**src/rtl/mem_arb_pkg.sv**
```systemverilog
// mem_arb_pkg: shared types and default widths for the two-port RAM arbiter.
package mem_arb_pkg;

  localparam int DATA_WIDTH_DEF = 32;
  localparam int ADDR_SPACE_DEF = 9;
  localparam int CNT_WIDTH_DEF  = 16;

  localparam int PORT_FETCH = 0;
  localparam int PORT_DATA  = 1;

  typedef enum logic [2:0] {
    IDLE,
    SETUP,
    STROBE,
    CAPTURE,
    DONE
  } state_t;

endpackage

```
**src/rtl/mem_arb_if.sv**
```systemverilog
// mem_arb_if: requester handshakes, RAM drive and status of the arbiter.
// cnt0/cnt1 exist only when MEM_ARB_STATS_EN is defined.
interface mem_arb_if
  import mem_arb_pkg::*;
#(
  parameter int DATA_WIDTH = DATA_WIDTH_DEF,
  parameter int ADDR_SPACE = ADDR_SPACE_DEF,
  parameter int CNT_WIDTH  = CNT_WIDTH_DEF
) ();

  logic                  req0, req1;
  logic                  we0, we1;
  logic [ADDR_SPACE-1:0] addr0, addr1;
  logic [DATA_WIDTH-1:0] wdata0, wdata1;
  logic                  ack0, ack1;
  logic [DATA_WIDTH-1:0] rdata0, rdata1;
  logic [ADDR_SPACE-1:0] ram_addr;
  logic [DATA_WIDTH-1:0] ram_datain;
  logic                  ram_read, ram_write, ram_enable;
  logic [DATA_WIDTH-1:0] ram_dataout;
  logic                  busy;
`ifdef MEM_ARB_STATS_EN
  logic [CNT_WIDTH-1:0]  cnt0, cnt1;
`endif

  modport slave (
    input  req0, req1, we0, we1, addr0, addr1, wdata0, wdata1, ram_dataout,
    output ack0, ack1, rdata0, rdata1, ram_addr, ram_datain,
           ram_read, ram_write, ram_enable, busy
`ifdef MEM_ARB_STATS_EN
    , output cnt0, cnt1
`endif
  );

  modport master (
    output req0, req1, we0, we1, addr0, addr1, wdata0, wdata1, ram_dataout,
    input  ack0, ack1, rdata0, rdata1, ram_addr, ram_datain,
           ram_read, ram_write, ram_enable, busy
`ifdef MEM_ARB_STATS_EN
    , input cnt0, cnt1
`endif
  );

endinterface

```
**src/rtl/mem_arbiter_rr.sv**
```systemverilog
// rr_arbiter2: two-way round-robin; after reset a tie goes to the data port.
module rr_arbiter2
  import mem_arb_pkg::*;
(
  input  logic       clk_i,
  input  logic       rst_i,
  input  logic [1:0] req_i,
  input  logic       update_i,
  output logic [1:0] grant_o
);

  logic last_q, last_d;

  // One-hot grant; on a tie favour the port not served last.
  always_comb begin
    if (req_i == 2'b11) grant_o = last_q ? 2'b01 : 2'b10;
    else                grant_o = req_i;
  end

  // Remember which port won the most recent committed grant.
  always_comb begin
    last_d = last_q;
    if (update_i && (grant_o != 2'b00)) last_d = grant_o[PORT_DATA];
  end

  // Pointer register; reset marks the fetch port as last served.
  always_ff @(posedge clk_i or posedge rst_i) begin
    if (rst_i) last_q <= 1'b0;
    else       last_q <= last_d;
  end

endmodule

```
**src/rtl/mem_arbiter.sv**
```systemverilog
// mem_arbiter: sequences a single-port RAM for the fetch and data ports.
// Optional MEM_ARB_STATS_EN adds saturating per-port completion counters.
//
// state   | meaning
// IDLE    | nothing in flight; grant a pending request
// SETUP   | address, data and read/write registered toward RAM, enable low
// STROBE  | enable high; RAM performs the access on its rising edge
// CAPTURE | enable low; read data latched for the granted port
// DONE    | one-cycle ack; the other port may be granted directly
module mem_arbiter
  import mem_arb_pkg::*;
#(
  parameter int DATA_WIDTH = DATA_WIDTH_DEF,
  parameter int ADDR_SPACE = ADDR_SPACE_DEF,
  parameter int CNT_WIDTH  = CNT_WIDTH_DEF
) (
  input logic      clock_i,
  input logic      clear_i,
  mem_arb_if.slave bus
);

  state_t state_q, state_d;
  logic [1:0] req_vec, req_eff, grant;
  logic       arb_update, grant_sel, grant_we;
  logic       gnt_q, gnt_d, we_q, we_d;
  logic [ADDR_SPACE-1:0] ram_addr_q, ram_addr_d;
  logic [DATA_WIDTH-1:0] ram_datain_q, ram_datain_d;
  logic [DATA_WIDTH-1:0] rdata0_q, rdata0_d, rdata1_q, rdata1_d;
  logic ram_read_q, ram_read_d, ram_write_q, ram_write_d;
  logic ram_enable_q, ram_enable_d;
  logic ack0_q, ack0_d, ack1_q, ack1_d;

  assign req_vec = {bus.req1, bus.req0};

  // The port acked in DONE still holds req; mask it so only the other port can chain in.
  always_comb begin
    req_eff = req_vec;
    if (state_q == DONE) req_eff[gnt_q] = 1'b0;
  end

  assign arb_update = ((state_q == IDLE) || (state_q == DONE)) && (grant != 2'b00);
  assign grant_sel  = grant[PORT_DATA];
  assign grant_we   = grant_sel ? bus.we1 : bus.we0;

  rr_arbiter2 u_rr (
    .clk_i    (clock_i),
    .rst_i    (clear_i),
    .req_i    (req_eff),
    .update_i (arb_update),
    .grant_o  (grant)
  );

  // State register.
  always_ff @(posedge clock_i or posedge clear_i) begin
    if (clear_i) state_q <= IDLE;
    else         state_q <= state_d;
  end

  // Next-state logic.
  always_comb begin
    state_d = state_q;
    case (state_q)
      IDLE:    if (arb_update) state_d = SETUP;
      SETUP:   state_d = STROBE;
      STROBE:  state_d = CAPTURE;
      CAPTURE: state_d = DONE;
      DONE:    state_d = arb_update ? SETUP : IDLE;
      default: state_d = IDLE;
    endcase
  end

  // Next values of the registered RAM drive, ack and read-data outputs.
  always_comb begin
    gnt_d        = gnt_q;
    we_d         = we_q;
    ram_addr_d   = ram_addr_q;
    ram_datain_d = ram_datain_q;
    ram_read_d   = ram_read_q;
    ram_write_d  = ram_write_q;
    ram_enable_d = 1'b0;
    ack0_d       = 1'b0;
    ack1_d       = 1'b0;
    rdata0_d     = rdata0_q;
    rdata1_d     = rdata1_q;
    case (state_q)
      SETUP: ram_enable_d = 1'b1;
      CAPTURE: begin
        ram_read_d  = 1'b0;
        ram_write_d = 1'b0;
        if (gnt_q) ack1_d = 1'b1;
        else       ack0_d = 1'b1;
        if (!we_q) begin
          if (gnt_q) rdata1_d = bus.ram_dataout;
          else       rdata0_d = bus.ram_dataout;
        end
      end
      default: ;
    endcase
    if (arb_update) begin
      gnt_d        = grant_sel;
      we_d         = grant_we;
      ram_addr_d   = grant_sel ? bus.addr1 : bus.addr0;
      ram_datain_d = grant_sel ? bus.wdata1 : bus.wdata0;
      ram_read_d   = ~grant_we;
      ram_write_d  = grant_we;
    end
  end

  // Output and latched-request registers; clear drops everything to zero at once.
  always_ff @(posedge clock_i or posedge clear_i) begin
    if (clear_i) begin
      gnt_q        <= 1'b0;
      we_q         <= 1'b0;
      ram_addr_q   <= '0;
      ram_datain_q <= '0;
      ram_read_q   <= 1'b0;
      ram_write_q  <= 1'b0;
      ram_enable_q <= 1'b0;
      ack0_q       <= 1'b0;
      ack1_q       <= 1'b0;
      rdata0_q     <= '0;
      rdata1_q     <= '0;
    end else begin
      gnt_q        <= gnt_d;
      we_q         <= we_d;
      ram_addr_q   <= ram_addr_d;
      ram_datain_q <= ram_datain_d;
      ram_read_q   <= ram_read_d;
      ram_write_q  <= ram_write_d;
      ram_enable_q <= ram_enable_d;
      ack0_q       <= ack0_d;
      ack1_q       <= ack1_d;
      rdata0_q     <= rdata0_d;
      rdata1_q     <= rdata1_d;
    end
  end

  assign bus.ram_addr   = ram_addr_q;
  assign bus.ram_datain = ram_datain_q;
  assign bus.ram_read   = ram_read_q;
  assign bus.ram_write  = ram_write_q;
  assign bus.ram_enable = ram_enable_q;
  assign bus.ack0       = ack0_q;
  assign bus.ack1       = ack1_q;
  assign bus.rdata0     = rdata0_q;
  assign bus.rdata1     = rdata1_q;
  assign bus.busy       = (state_q != IDLE);

`ifdef MEM_ARB_STATS_EN
  logic [CNT_WIDTH-1:0] cnt0_q, cnt1_q;

  // Count completions of the granted port in DONE, saturating at all-ones.
  always_ff @(posedge clock_i or posedge clear_i) begin
    if (clear_i) begin
      cnt0_q <= '0;
      cnt1_q <= '0;
    end else if (state_q == DONE) begin
      if (gnt_q) begin
        if (cnt1_q != '1) cnt1_q <= cnt1_q + 1'b1;
      end else begin
        if (cnt0_q != '1) cnt0_q <= cnt0_q + 1'b1;
      end
    end
  end

  assign bus.cnt0 = cnt0_q;
  assign bus.cnt1 = cnt1_q;
`endif

endmodule

```
**src/flat_wrapper.sv**
```systemverilog
// flat-port wrapper written by rule: the top's interface ports become plain ports
module mem_arbiter_flat import mem_arb_pkg::*;
#(
  parameter int DATA_WIDTH = DATA_WIDTH_DEF,
  parameter int ADDR_SPACE = ADDR_SPACE_DEF,
  parameter int CNT_WIDTH  = CNT_WIDTH_DEF
)
  (clock_i, clear_i, bus_req0, bus_req1, bus_we0, bus_we1, bus_addr0, bus_addr1, bus_wdata0, bus_wdata1, bus_ram_dataout, bus_ack0, bus_ack1, bus_rdata0, bus_rdata1, bus_ram_addr, bus_ram_datain, bus_ram_read, bus_ram_write, bus_ram_enable, bus_busy);
  mem_arb_if #(.DATA_WIDTH(DATA_WIDTH), .ADDR_SPACE(ADDR_SPACE), .CNT_WIDTH(CNT_WIDTH)) bus_i ();
  input logic clock_i;
  input logic clear_i;
  input wire logic [$bits(bus_i.req0)-1:0] bus_req0;
  input wire logic [$bits(bus_i.req1)-1:0] bus_req1;
  input wire logic [$bits(bus_i.we0)-1:0] bus_we0;
  input wire logic [$bits(bus_i.we1)-1:0] bus_we1;
  input wire logic [$bits(bus_i.addr0)-1:0] bus_addr0;
  input wire logic [$bits(bus_i.addr1)-1:0] bus_addr1;
  input wire logic [$bits(bus_i.wdata0)-1:0] bus_wdata0;
  input wire logic [$bits(bus_i.wdata1)-1:0] bus_wdata1;
  input wire logic [$bits(bus_i.ram_dataout)-1:0] bus_ram_dataout;
  output wire logic [$bits(bus_i.ack0)-1:0] bus_ack0;
  output wire logic [$bits(bus_i.ack1)-1:0] bus_ack1;
  output wire logic [$bits(bus_i.rdata0)-1:0] bus_rdata0;
  output wire logic [$bits(bus_i.rdata1)-1:0] bus_rdata1;
  output wire logic [$bits(bus_i.ram_addr)-1:0] bus_ram_addr;
  output wire logic [$bits(bus_i.ram_datain)-1:0] bus_ram_datain;
  output wire logic [$bits(bus_i.ram_read)-1:0] bus_ram_read;
  output wire logic [$bits(bus_i.ram_write)-1:0] bus_ram_write;
  output wire logic [$bits(bus_i.ram_enable)-1:0] bus_ram_enable;
  output wire logic [$bits(bus_i.busy)-1:0] bus_busy;
  assign bus_i.req0 = bus_req0;
  assign bus_i.req1 = bus_req1;
  assign bus_i.we0 = bus_we0;
  assign bus_i.we1 = bus_we1;
  assign bus_i.addr0 = bus_addr0;
  assign bus_i.addr1 = bus_addr1;
  assign bus_i.wdata0 = bus_wdata0;
  assign bus_i.wdata1 = bus_wdata1;
  assign bus_i.ram_dataout = bus_ram_dataout;
  assign bus_ack0 = bus_i.ack0;
  assign bus_ack1 = bus_i.ack1;
  assign bus_rdata0 = bus_i.rdata0;
  assign bus_rdata1 = bus_i.rdata1;
  assign bus_ram_addr = bus_i.ram_addr;
  assign bus_ram_datain = bus_i.ram_datain;
  assign bus_ram_read = bus_i.ram_read;
  assign bus_ram_write = bus_i.ram_write;
  assign bus_ram_enable = bus_i.ram_enable;
  assign bus_busy = bus_i.busy;
  mem_arbiter #(.DATA_WIDTH(DATA_WIDTH), .ADDR_SPACE(ADDR_SPACE), .CNT_WIDTH(CNT_WIDTH)) u_core (.clock_i(clock_i), .clear_i(clear_i), .bus(bus_i));
endmodule
```
**config.mk**
```make
export PLATFORM = sky130hd
export DESIGN_NAME = mem_arbiter_flat
export DESIGN_NICKNAME = d
export VERILOG_FILES = /design/src/rtl/mem_arb_pkg.sv /design/src/rtl/mem_arb_if.sv /design/src/rtl/mem_arbiter_rr.sv /design/src/rtl/mem_arbiter.sv /design/src/flat_wrapper.sv
export SDC_FILE = /design/constraint.sdc
export NUM_CORES = 1
export LEC_CHECK = 0
export ABC_AREA = 1
export BUFFER_PORTS_ARGS = -buffer_cell sky130_fd_sc_hd__buf_4
export CAP_MARGIN = 15
export CORE_AREA = 2 2 92 139
export CTS_CLUSTER_DIAMETER = 40
export DETAILED_ROUTE_END_ITERATION = 7
export DIE_AREA = 0 0 94 141
export PLACE_DENSITY = 0.77
export SYNTH_ARGS = -nofsm -noshare
export SYNTH_HDL_FRONTEND = slang
export SYNTH_SLANG_ARGS = --single-unit
```
**constraint.sdc**
```tcl
create_clock -name clock_i -period 3.43 [get_ports clock_i]
set_clock_uncertainty 0.05 [all_clocks]
set_input_delay 0.5145 -clock clock_i [delete_from_list [all_inputs] [get_ports clock_i]]
set_output_delay 0.5145 -clock clock_i [all_outputs]
set_load 0.01 [all_outputs]
```
==> metrics.md <==
| Metric | Value |
|---|---|
| Critical path cell sequence | `nor2_4 > nand3_2 > buf_4 > nand3_2 > nand2_1 > nand2_1 > nand2_1 > nand2_1` |
| Status | `completed` |
| Vias per inst | `4.73` |
| TNS Setup | `0 ps` |
| CTS tree | `done` |
| Crit end category | `register` |
| Core ar. | `12200 µm²` |
| Vias in the first global route | `4484` |
| Hold Violations, Final | `0` |
| Proportion of power drawn by flip-flops and latches | `35.4%` |
| Yosys top cell area share | `56.4%` |
| Post-synth top area cell | `dfrtp_1` |
| Reg2reg path depth | `8` |
| GRT Overall Usage | `20.3%` |
| Peak Freq | `414 MHz` |
| CTS Hold Buffers Added | `0` |
| Layout cells sized above 1 | `35.7%` |
| Cell Area, Synth | `5110 µm²` |
| Critical R2R Capture | `u_core.we_q$_DFFE_PP0P_` |
| ANT cells | `0` |
| Power per standard cell area | `922 nW/µm²` |
| Critical Path Most Common Cell | `nand2_1` |
| Worst-Margin Slew | `885 ps` |
| Number of DRC markers in iteration 0 | `125` |
| Clock power frac | `23.7%` |
| Avg Inst Size Synth | `8.50 µm²` |
| First-pass DRT Iterations | `4` |
| Syn. warnings | `0` |
| Die width | `94 µm` |
| WL/cell | `13.4 µm` |
| Req. time, crit path | `3660 ps` |
| DP HPWL | `9250 µm` |
| Ranking of synthesized cells by area | `dfrtp_1 (56%), nand2_1 (21%), nand4_1 (5.1%), o21ai_2 (3.3%), inv_1 (2.8%)` |
| Die ar. | `13300 µm²` |
| DRC errors left | `0` |
| CP Buf/Inv Count | `1` |
| Cts repair resizes | `0` |
| Critical path class | `register to register` |
| Yosys cell types | `22` |
| Clk pin slew, worst setup/hold paths | `60 ps` |
| Clock latency on the worst-skew pair | `400 ps` |
| Comb pwr share | `40.9%` |
| Ports | `231` |
| CTS max path bufs | `2` |
| Final instance area | `7400 µm²` |
| WL final | `13200 µm` |
| CTS buffer count | `17` |
| Sequential share of the synthesized area | `56.4%` |
| R2r setup slk | `1010 ps` |
| P_int | `0.00437 W` |
| Worst setup path endpoint | `u_core.we_q$_DFFE_PP0P_` |
| Clock tree sinks | `115` |
| Switching pwr | `0.00245 W` |
| Rel. slew slack | `40.9%` |
| Largest fanout on the critical path | `43` |
| Post-Syn Instances | `601` |
| Postcts setup bufs | `0` |
| Yosys reg bits | `115` |
| Final period utilization | `70.4%` |
| CTS Root Cell | `clkbuf_16` |
| Initial Util | `41.9%` |
| Num rows | `50` |
| Crit path launch type | `register` |
| Switching share of total power | `36.0%` |
| First-pass GRT wire length | `21500 µm` |
| Area grow syn2layout | `44.9%` |
| Final net count | `937` |
| WP depth | `8` |
| Syn Nets | `721` |
| Final Max Tran Viols | `0` |
| Largest net degree at the start of global routing | `65` |
| Post-layout minimum cycle time | `2420 ps` |
| Slowest CP cell | `nand3_2` |
| Critical Path AT | `2650 ps` |
| Worst r2r src | `u_core.state_q[1]$_DFFE_PP0P_` |
| # Max-Cap Violations | `0` |
| Port Buffers | `230` |
| RSZ-0062 raised after global routing | `no` |
| Largest stage delay, worst path | `780 ps` |
| # H-tree levels | `4` |
| Initial antenna violation count | `0` |
| Leak | `4.14 nW` |
| Total grt overflow | `0` |
| DR vias | `4647` |
| Routed Antenna Nets | `0` |
| RD Place Congestion | `0.799` |
| Placement Cell Area | `6850 µm²` |
| CP top delay family | `simple AND/OR/NAND/NOR gates` |
| Die Span Y | `141 µm` |
| Final setup vio count | `0` |
| VDD IR max | `0.577 mV` |
| Min-delay worst type | `primary input to async pin` |
| Crit path launch | `u_core.state_q[1]$_DFFE_PP0P_` |
==> stage by stage <==
stage / hold WS, ps / utilization, % / cells / total power [W] / setup slack [ps]
2_1_floorplan: 399 / - / 601 / 0.00391 / 1470
3_3_place_gp: 414 / 56.1 / 954 / 0.00519 / 986
3_5_place_dp: 416 / 56.1 / 954 / 0.00525 / 890
4_1_cts: 131 / 60.7 / 983 / 0.00690 / 987
5_1_grt: 149 / 60.7 / 983 / 0.00733 / 740
6_report: 128 / 60.7 / 983 / 0.00682 / 1010
==> placed cells by master, fill, tap and decap left out, types with 3 or more instances in the layout <==
cell          n
buf_4       234
clkbuf_16    17
clkbuf_8      3
clkinv_2      3
clkinvlp_4    5
dfrtp_1     115
inv_1        37
nand2_1     286
nand3_1       4
nand4_1      42
o21ai_0      19
o21ai_1      27
o21ai_2      19
==> how the worst min path moves through the flow <==
stage	startpoint	endpoint	slack, ps
floorplan	u_core.we_q$_DFFE_PP0P_	u_core.we_q$_DFFE_PP0P_	400
finish	clear_i	u_core.bus.rdata1[29]$_DFFE_PP0P_	130
detailed placement	u_core.bus.ram_addr[8]$_DFFE_PP0P_	u_core.bus.ram_addr[8]$_DFFE_PP0P_	420
global route	clear_i	u_core.bus.rdata1[29]$_DFFE_PP0P_	150
global placement	u_core.bus.ram_datain[4]$_DFFE_PP0P_	u_core.bus.ram_datain[4]$_DFFE_PP0P_	410
CTS	clear_i	u_core.bus.rdata1[29]$_DFFE_PP0P_	130
==> metal layers <==
metal / vias to the layer above / wire length [µm] / track usage, % / part of all wire [%]
met5: - / 0 / 0 / 0
met4: 0 / 292 / 6.86 / 2.2
met3: 25 / 1030 / 7.00 / 7.8
met2: 196 / 6380 / 32.1 / 48
met1: 2086 / 5460 / 25.8 / 42
li1: 2340 / - / - / -
==> registers in the layout (all words and copies together) (netlist names) <==
register / count
u_core.state_q: 3
u_core.gnt_q: 1
u_core.bus.ack0: 1
u_core.bus.ram_enable: 1
u_core.we_q: 1
u_core.bus.rdata1: 32
u_core.bus.ram_read: 1
u_core.bus.rdata0: 32
u_core.bus.ram_addr: 9
u_core.bus.ram_datain: 32
u_core.bus.ram_write: 1
u_core.bus.ack1: 1
==> logic make-up (layout without fill, tap and decap cells) <==
group / after synthesis / count (layout) / share of synthesized area [%]
simple gates: 343 / 343 / 28.4
flops: 115 / 115 / 56.4
compound gates: 65 / 65 / 7.77
buf+inv: 78 / 304 / 7.50
==> synth_stat cells (all sizes together) <==
library cell    n
nand4          42
nand2         289
nand3           6
o21ai          65
dfrtp         115
clkbuf         11
buf            27
inv            40
nor2            5
nor3            1
==> final cells by class <==
cell class	instances	area (µm²)
fill	1084	4800
sequential	115	2880
multi-input combinational	408	1850
timing repair buffer	235	1780
clock buffer	20	467
tap	156	195
inverter	40	154
clock inverter	9	83.8
==> power by group through the flow <==
stage	sequential (W)	clock (W)	combinational, W
after floorplan	0.00268	0	0.00122
after global placement	0.00241	0	0.00278
after detailed placement	0.00242	0	0.00283
after CTS	0.00242	0.00165	0.00283
after global routing	0.00249	0.00173	0.00311
final	0.00241	0.00162	0.00279
Power figures use the tool's default switching activity.
